--- src/rtl/alu.sv ---
// ---------------------------------------------------------------------------
// alu
//
// Parameterised integer ALU: add, subtract, bitwise logic, shifts and
// rotates on two WIDTH-bit operands. It produces a result and four status
// flags. By default the block is purely combinational. With REGISTERED=1,
// one output register stage is added. That stage is cleared by a
// synchronous active-high reset.
//
// Parameters
//   WIDTH       operand/result width (power of two, >= 2)
//   REGISTERED  0 = combinational outputs, 1 = one registered output stage
//
// Ports
//   clk       in   1      clock (only meaningful when REGISTERED=1)
//   rst       in   1      synchronous active-high reset (REGISTERED=1 only)
//   A         in   WIDTH  operand A, also the shift/rotate source
//   B         in   WIDTH  operand B, low log2(WIDTH) bits give the shift amount
//   opcode    in   4      operation select
//   Result    out  WIDTH  operation result
//   CarryOut  out  1      ADD carry out / SUB borrow
//   Zero      out  1      Result == 0
//   Overflow  out  1      signed overflow for ADD/SUB
//   Negative  out  1      Result MSB
// ---------------------------------------------------------------------------
module alu #(
  parameter int WIDTH      = 4,
  parameter bit REGISTERED = 1'b0
) (
  input  logic             clk,
  input  logic             rst,
  input  logic [WIDTH-1:0] A,
  input  logic [WIDTH-1:0] B,
  input  logic [3:0]       opcode,
  output logic [WIDTH-1:0] Result,
  output logic             CarryOut,
  output logic             Zero,
  output logic             Overflow,
  output logic             Negative
);

  localparam int SHW = $clog2(WIDTH);
  localparam int MSB = WIDTH - 1;

  logic [SHW-1:0]     w_shamt;
  logic [WIDTH:0]     w_sum;
  logic [WIDTH:0]     w_diff;
  logic [WIDTH-1:0]   w_sra;
  logic [2*WIDTH-1:0] w_rolWide;
  logic [2*WIDTH-1:0] w_rorWide;

  logic [WIDTH-1:0]   w_result;
  logic               w_carry;
  logic               w_overflow;
  logic               w_zero;
  logic               w_negative;

  // The shift amount wraps modulo WIDTH, so the upper B bits are ignored.
  assign w_shamt = B[SHW-1:0];

  // The extra top bit of the zero-extended difference is set exactly when
  // A < B unsigned. That bit is the borrow.
  assign w_sum  = {1'b0, A} + {1'b0, B};
  assign w_diff = {1'b0, A} - {1'b0, B};

  assign w_sra = WIDTH'($signed(A) >>> w_shamt);

  // Rotates shift a doubled copy of A and take one half of it. This
  // avoids a variable-width OR of two opposite shifts.
  assign w_rolWide = {A, A} << w_shamt;
  assign w_rorWide = {A, A} >> w_shamt;

  always_comb begin
    w_result   = '0;
    w_carry    = 1'b0;
    w_overflow = 1'b0;
    case (opcode)
      4'h0: begin
        w_result   = w_sum[WIDTH-1:0];
        w_carry    = w_sum[WIDTH];
        w_overflow = (A[MSB] == B[MSB]) & (w_sum[MSB] != A[MSB]);
      end
      4'h1: begin
        w_result   = w_diff[WIDTH-1:0];
        w_carry    = w_diff[WIDTH];
        w_overflow = (A[MSB] != B[MSB]) & (w_diff[MSB] != A[MSB]);
      end
      4'h2:    w_result = A & B;
      4'h3:    w_result = A | B;
      4'h4:    w_result = A ^ B;
      4'h5:    w_result = ~A;
      4'h6:    w_result = ~(A & B);
      4'h7:    w_result = A << w_shamt;
      4'h8:    w_result = A >> w_shamt;
      4'h9:    w_result = w_sra;
      4'hA:    w_result = w_rolWide[2*WIDTH-1:WIDTH];
      4'hB:    w_result = w_rorWide[WIDTH-1:0];
      default: w_result = '0;
    endcase
  end

  assign w_zero     = (w_result == '0);
  assign w_negative = w_result[MSB];

  generate
    if (REGISTERED) begin : g_reg
      logic [WIDTH-1:0] r_result;
      logic             r_carry;
      logic             r_zero;
      logic             r_overflow;
      logic             r_negative;

      // Reset clears every flag, including Zero. That is a reset value, not
      // a flag derived from the cleared Result.
      always_ff @(posedge clk) begin
        if (rst) begin
          r_result   <= '0;
          r_carry    <= 1'b0;
          r_zero     <= 1'b0;
          r_overflow <= 1'b0;
          r_negative <= 1'b0;
        end else begin
          r_result   <= w_result;
          r_carry    <= w_carry;
          r_zero     <= w_zero;
          r_overflow <= w_overflow;
          r_negative <= w_negative;
        end
      end

      assign Result   = r_result;
      assign CarryOut = r_carry;
      assign Zero     = r_zero;
      assign Overflow = r_overflow;
      assign Negative = r_negative;
    end else begin : g_comb
      // clk and rst have no function in the combinational build.
      logic w_unused;
      assign w_unused = clk ^ rst;

      assign Result   = w_result;
      assign CarryOut = w_carry;
      assign Zero     = w_zero;
      assign Overflow = w_overflow;
      assign Negative = w_negative;
    end
  endgenerate

endmodule

--- config.mk ---
export PLATFORM = sky130hd
export DESIGN_NAME = alu
export DESIGN_NICKNAME = d
export VERILOG_FILES = /design/src/rtl/alu.sv
export SDC_FILE = /design/constraint.sdc
export NUM_CORES = 1
export LEC_CHECK = 0
export CORE_ASPECT_RATIO = 0.9
export CORE_MARGIN = 2
export CORE_UTILIZATION = 50
export DETAILED_ROUTE_END_ITERATION = 16
export PLACE_DENSITY = 0.9
export SETUP_SLACK_MARGIN = 0.1
export SYNTH_ARGS = -nofsm -noshare
export SYNTH_HDL_FRONTEND = slang
export SYNTH_SLANG_ARGS = --single-unit
--- constraint.sdc ---
create_clock -name vclk -period 2
set_input_delay 0.3 -clock vclk [all_inputs]
set_output_delay 0.3 -clock vclk [all_outputs]
set_load 0.005 [all_outputs]
==> results.py, run 1 <==
metrics = {
    "die": {
        "io_pins": 22,
        "rows": 15,
        "start_util": 0.540,
        "die_h_um": 47.6,
        "die-width_um": 52.4,
    },
    "placed_design": {
        "place_congestion": 1.02,
        "io_buffer_count": 20,
        "dp_cells": 231,
        "place_ws_ns": -1.39,
        "dp_hpwl_um": 3290,
    },
    "logic_synthesis": {
        "synth-warning-count": 0,
        "syn_nets": 174,
        "synth.cell_area_um2": 1050,
        "syn_inst": 144,
        "ys_types": 48,
        "avgSynthCellArea_um2": 7.32,
        "ys_seq_area_frac": 0,
    },
    "timing": {
        "crit_endpoint": "Zero",
        "worst-ep-kind": "output port",
    },
    "run_status": {
        "status": "aborted with a tool error",
        "error_line": "[ERROR DPL-0038] Utilization greater than 100%, impossible to legalize",
        "stop_stage": "5_1_grt",
    },
    "grt": {
        "grt_start_max_net_pins": 16,
    },
}
==> Yosys cell counts, types with 2 or more instances <==
cell type,instances,area (um^2)
ha_1,14,175
inv_1,13,48.8
buf_2,6,30.0
nor3_1,2,10.0
mux2i_1,4,40.0
o22ai_1,3,18.8
nor2b_1,5,31.3
a31oi_1,3,18.8
nand4_1,3,18.8
xor2_1,2,17.5
fa_1,2,40.0
nor3b_1,2,15.0
mux4_2,2,45.0
nand2_1,9,33.8
a211o_1,3,26.3
o211ai_1,2,15.0
nand2b_1,3,18.8
clkbuf_1,3,11.3
nor2_1,13,48.8
a32oi_1,2,17.5
a21o_1,2,15.0
a211oi_1,2,15.0
o21ai_0,4,20.0
mux2_2,2,22.5
a21oi_1,9,45.0
xnor2_1,2,17.5
o2111ai_1,2,17.5
nor4_1,2,12.5
nand3_1,3,15.0
buf_4,2,15.0
==> through the flow <==
stage / utilization / area, um^2 / hold WS (ns) / setup TNS, ns
3_3_place_gp: 0.865 / 1690 / 1.78 / -8.24
3_5_place_dp: 0.865 / 1690 / 1.81 / -8.99
2_1_floorplan: - / 1120 / 0.758 / -0.138
4_1_cts: 0.967 / 1890 / 1.22 / -2.78
==> timing repair <==
item	in CTS
setup buffers	15
resized for setup	106
hold buffers	0
endpoints found under the setup margin	8
pin swaps	29
==> cells by family after synthesis <==
group,after synthesis,share of synthesized area
compound gates,42,0.284
xor+xnor,4,0.0332
fa+ha+maj,16,0.204
buf+inv,25,0.110
mux,9,0.116
simple gates,48,0.253
==> run 2: changes to the inputs <==
Settings changed: CORE_AREA from default to 2 2 63 65, CORE_ASPECT_RATIO 0.9 to default, CORE_MARGIN 2 to default, CORE_UTILIZATION 50 to default, DIE_AREA from default to 0 0 65 67, PLACE_DENSITY 0.9 to default, PLACE_DENSITY_LB_ADDON from default to 0.15, SETUP_SLACK_MARGIN 0.1 to default.
Clock period 2 ns to 2.6 ns, I/O delays scaled along.
==> results.py, run 2 <==
metrics = {
    "worst_setup_path": {
        "end_kind": "primary output",
        "start_kind": "input port",
        "path_delay_family": "adder cells",
        "cp.buffers_inverters": 3,
        "crit_type": "input port to primary output",
        "critical_path_arrival_ns": 2.34,
        "cp.required_ns": 2.21,
        "crit_path_cell_trace": "buf_8 > ha_1 > fa_2 > mux2i_4 > xnor2_2 > a2111oi_4 > nand4_1 > buf_4 > nor4_4 > buf_2",
        "critical-path-max-stage-delay_ns": 0.38,
        "cp_max_fo": 3,
        "cp_slowest_cell": "fa_2",
    },
    "detailed_routing": {
        "drt-total-wl_um": 4240,
        "drc_errors": 0,
        "vias": 1446,
        "detail-route-antenna-nets": 0,
        "wl_per_cell_um": 15.3,
        "drtIter0Drc": 133,
        "viasPerCell": 5.20,
        "dr.pass1.iters": 4,
    },
    "logic_synthesis": {
        "synthTopCellsByArea": "ha_1 (17%), inv_1 (4.6%), nor2_1 (4.6%)",
        "synth.most_common_cell": "ha_1",
        "synth.cell_area_um2": 1050,
        "yosysTopAreaCellShare": 0.166,
        "ys_seq_area_frac": 0,
        "avgSynthCellArea_um2": 7.32,
        "yosys.area.top_type": "ha_1",
        "syn_inst": 144,
        "ys_types": 48,
        "synth-warning-count": 0,
        "syn_nets": 174,
        "ys_top_cells_by_count": "ha_1 (14), inv_1 (13), nor2_1 (13)",
    },
    "placed_design": {
        "place_congestion": 0.897,
        "dp_hpwl_um": 2950,
        "place_ws_ns": -0.954,
        "place_area_um2": 1680,
        "io_buffer_count": 20,
    },
    "grt": {
        "grt_pass1_vias": 1530,
        "antenna_found_initial": 0,
        "grt_start_max_net_pins": 16,
        "grt_pass1_wl_um": 6970,
        "track_usage": 0.201,
        "grt_remaining_overflow": 0,
    },
    "finish": {
        "fill_cells": 326,
        "n_antenna_cell": 0,
        "seq_cell_count": 0,
        "synthToLayoutAreaGrowth_pct": 92.4,
        "register_area_um2": 0,
        "nClkBuffers": 0,
        "final_common_cell": "buf_4",
        "final_cell_mix": "buf_4 (70), nor2_1 (11), nand2_1 (9)",
        "nNetsFinal": 262,
        "drive_gt1_frac": 0.543,
        "multiInputGateArea_um2": 1100,
        "design_area_um2": 2030,
    },
    "timing": {
        "hold_slack_ns": 1.49,
        "post-route-min-period_ns": 2.73,
        "maxSlewHeadroom": 0.679,
        "worst_pin_slew_ns": 0.477,
        "setup_viol": 1,
        "fmax_mhz": 366,
        "fin_setup_tns_ns": -0.130,
        "worst_slack_ns": -0.130,
        "rsz0062_at_grt": "yes",
        "hold_viol_final": 0,
        "drv_slew": 0,
        "post-route-period-util": 1.05,
    },
    "die": {
        "io_pins": 22,
        "die_area_um2": 4360,
        "start_util": 0.293,
        "rows": 22,
        "die_h_um": 67,
        "die-width_um": 65,
        "core_um2": 3610,
    },
    "power": {
        "p_leak_nw": 0.968,
        "total_power_w": 0.000397,
        "p_per_area_nw_per_um2": 196,
        "worst_ir_drop_vdd_mv": 0.0766,
    },
    "worst_hold_path": {
        "min_path_type": "input port to primary output",
    },
    "flow_run": {
        "maxCapViolCount": 0,
    },
    "run_status": {
        "status": "finished with violations",
        "violations": "setup timing",
    },
}
run 2: area by class of cell:
type,instances,share of cell area
inverters,13,0.0265
multi-input cells,119,0.543
well taps,48,0.0296
repair buffers,98,0.401
run 2: metrics by stage:
| step | util | instances |
|---|---|---|
| global placement | 0.465 | 257 |
| detailed placement | 0.465 | 257 |
| global route | 0.563 | 278 |
| finish | 0.563 | 278 |
| floorplan | - | 144 |
| CTS | 0.526 | 272 |
run 2: path summary, 6_finish.rpt:
kind | start | to | cells past startpoint
max | A[0] | Zero | 10
min | B[1] | Zero | 6
run 2: layer usage:
metal	track usage	routed length (um)
met5	0	0
met4	0.0426	29
met3	0.0118	135
met2	0.392	2220
met1	0.239	1850
run 2: kinds of logic after synthesis:
| group | Yosys count | share of synthesized area |
|---|---|---|
| fa+ha+maj | 16 | 0.204 |
| mux | 9 | 0.116 |
| compound gates | 42 | 0.284 |
| buf+inv | 25 | 0.110 |
| xor+xnor | 4 | 0.0332 |
| simple gates | 48 | 0.253 |
run 2: tightest hold or removal path: stages:
cell      delay, ns
buf_4          0.13
buf_8          0.15
o221ai_2       0.16
buf_4          0.12
nor4_4         0.04
buf_2          0.12
run 2: what timing repair did:
item | CTS | global route
pin swaps | 13 | 11
endpoints found under the setup margin | 8 | 6
hold buffers | 0 | 0
gates cloned | 1 | 0
resized for setup | 79 | 25
setup buffers | 14 | 7
run 2: where the power goes:
group / switching, W / leakage (nW) / internal (W)
clock network: 0 / 0 / 0
registers: 0 / 0 / 0
logic: 0.000174 / 0.968 / 0.000223
total: 0.000174 / 0.968 / 0.000223
(Power assumes the default switching activity.)
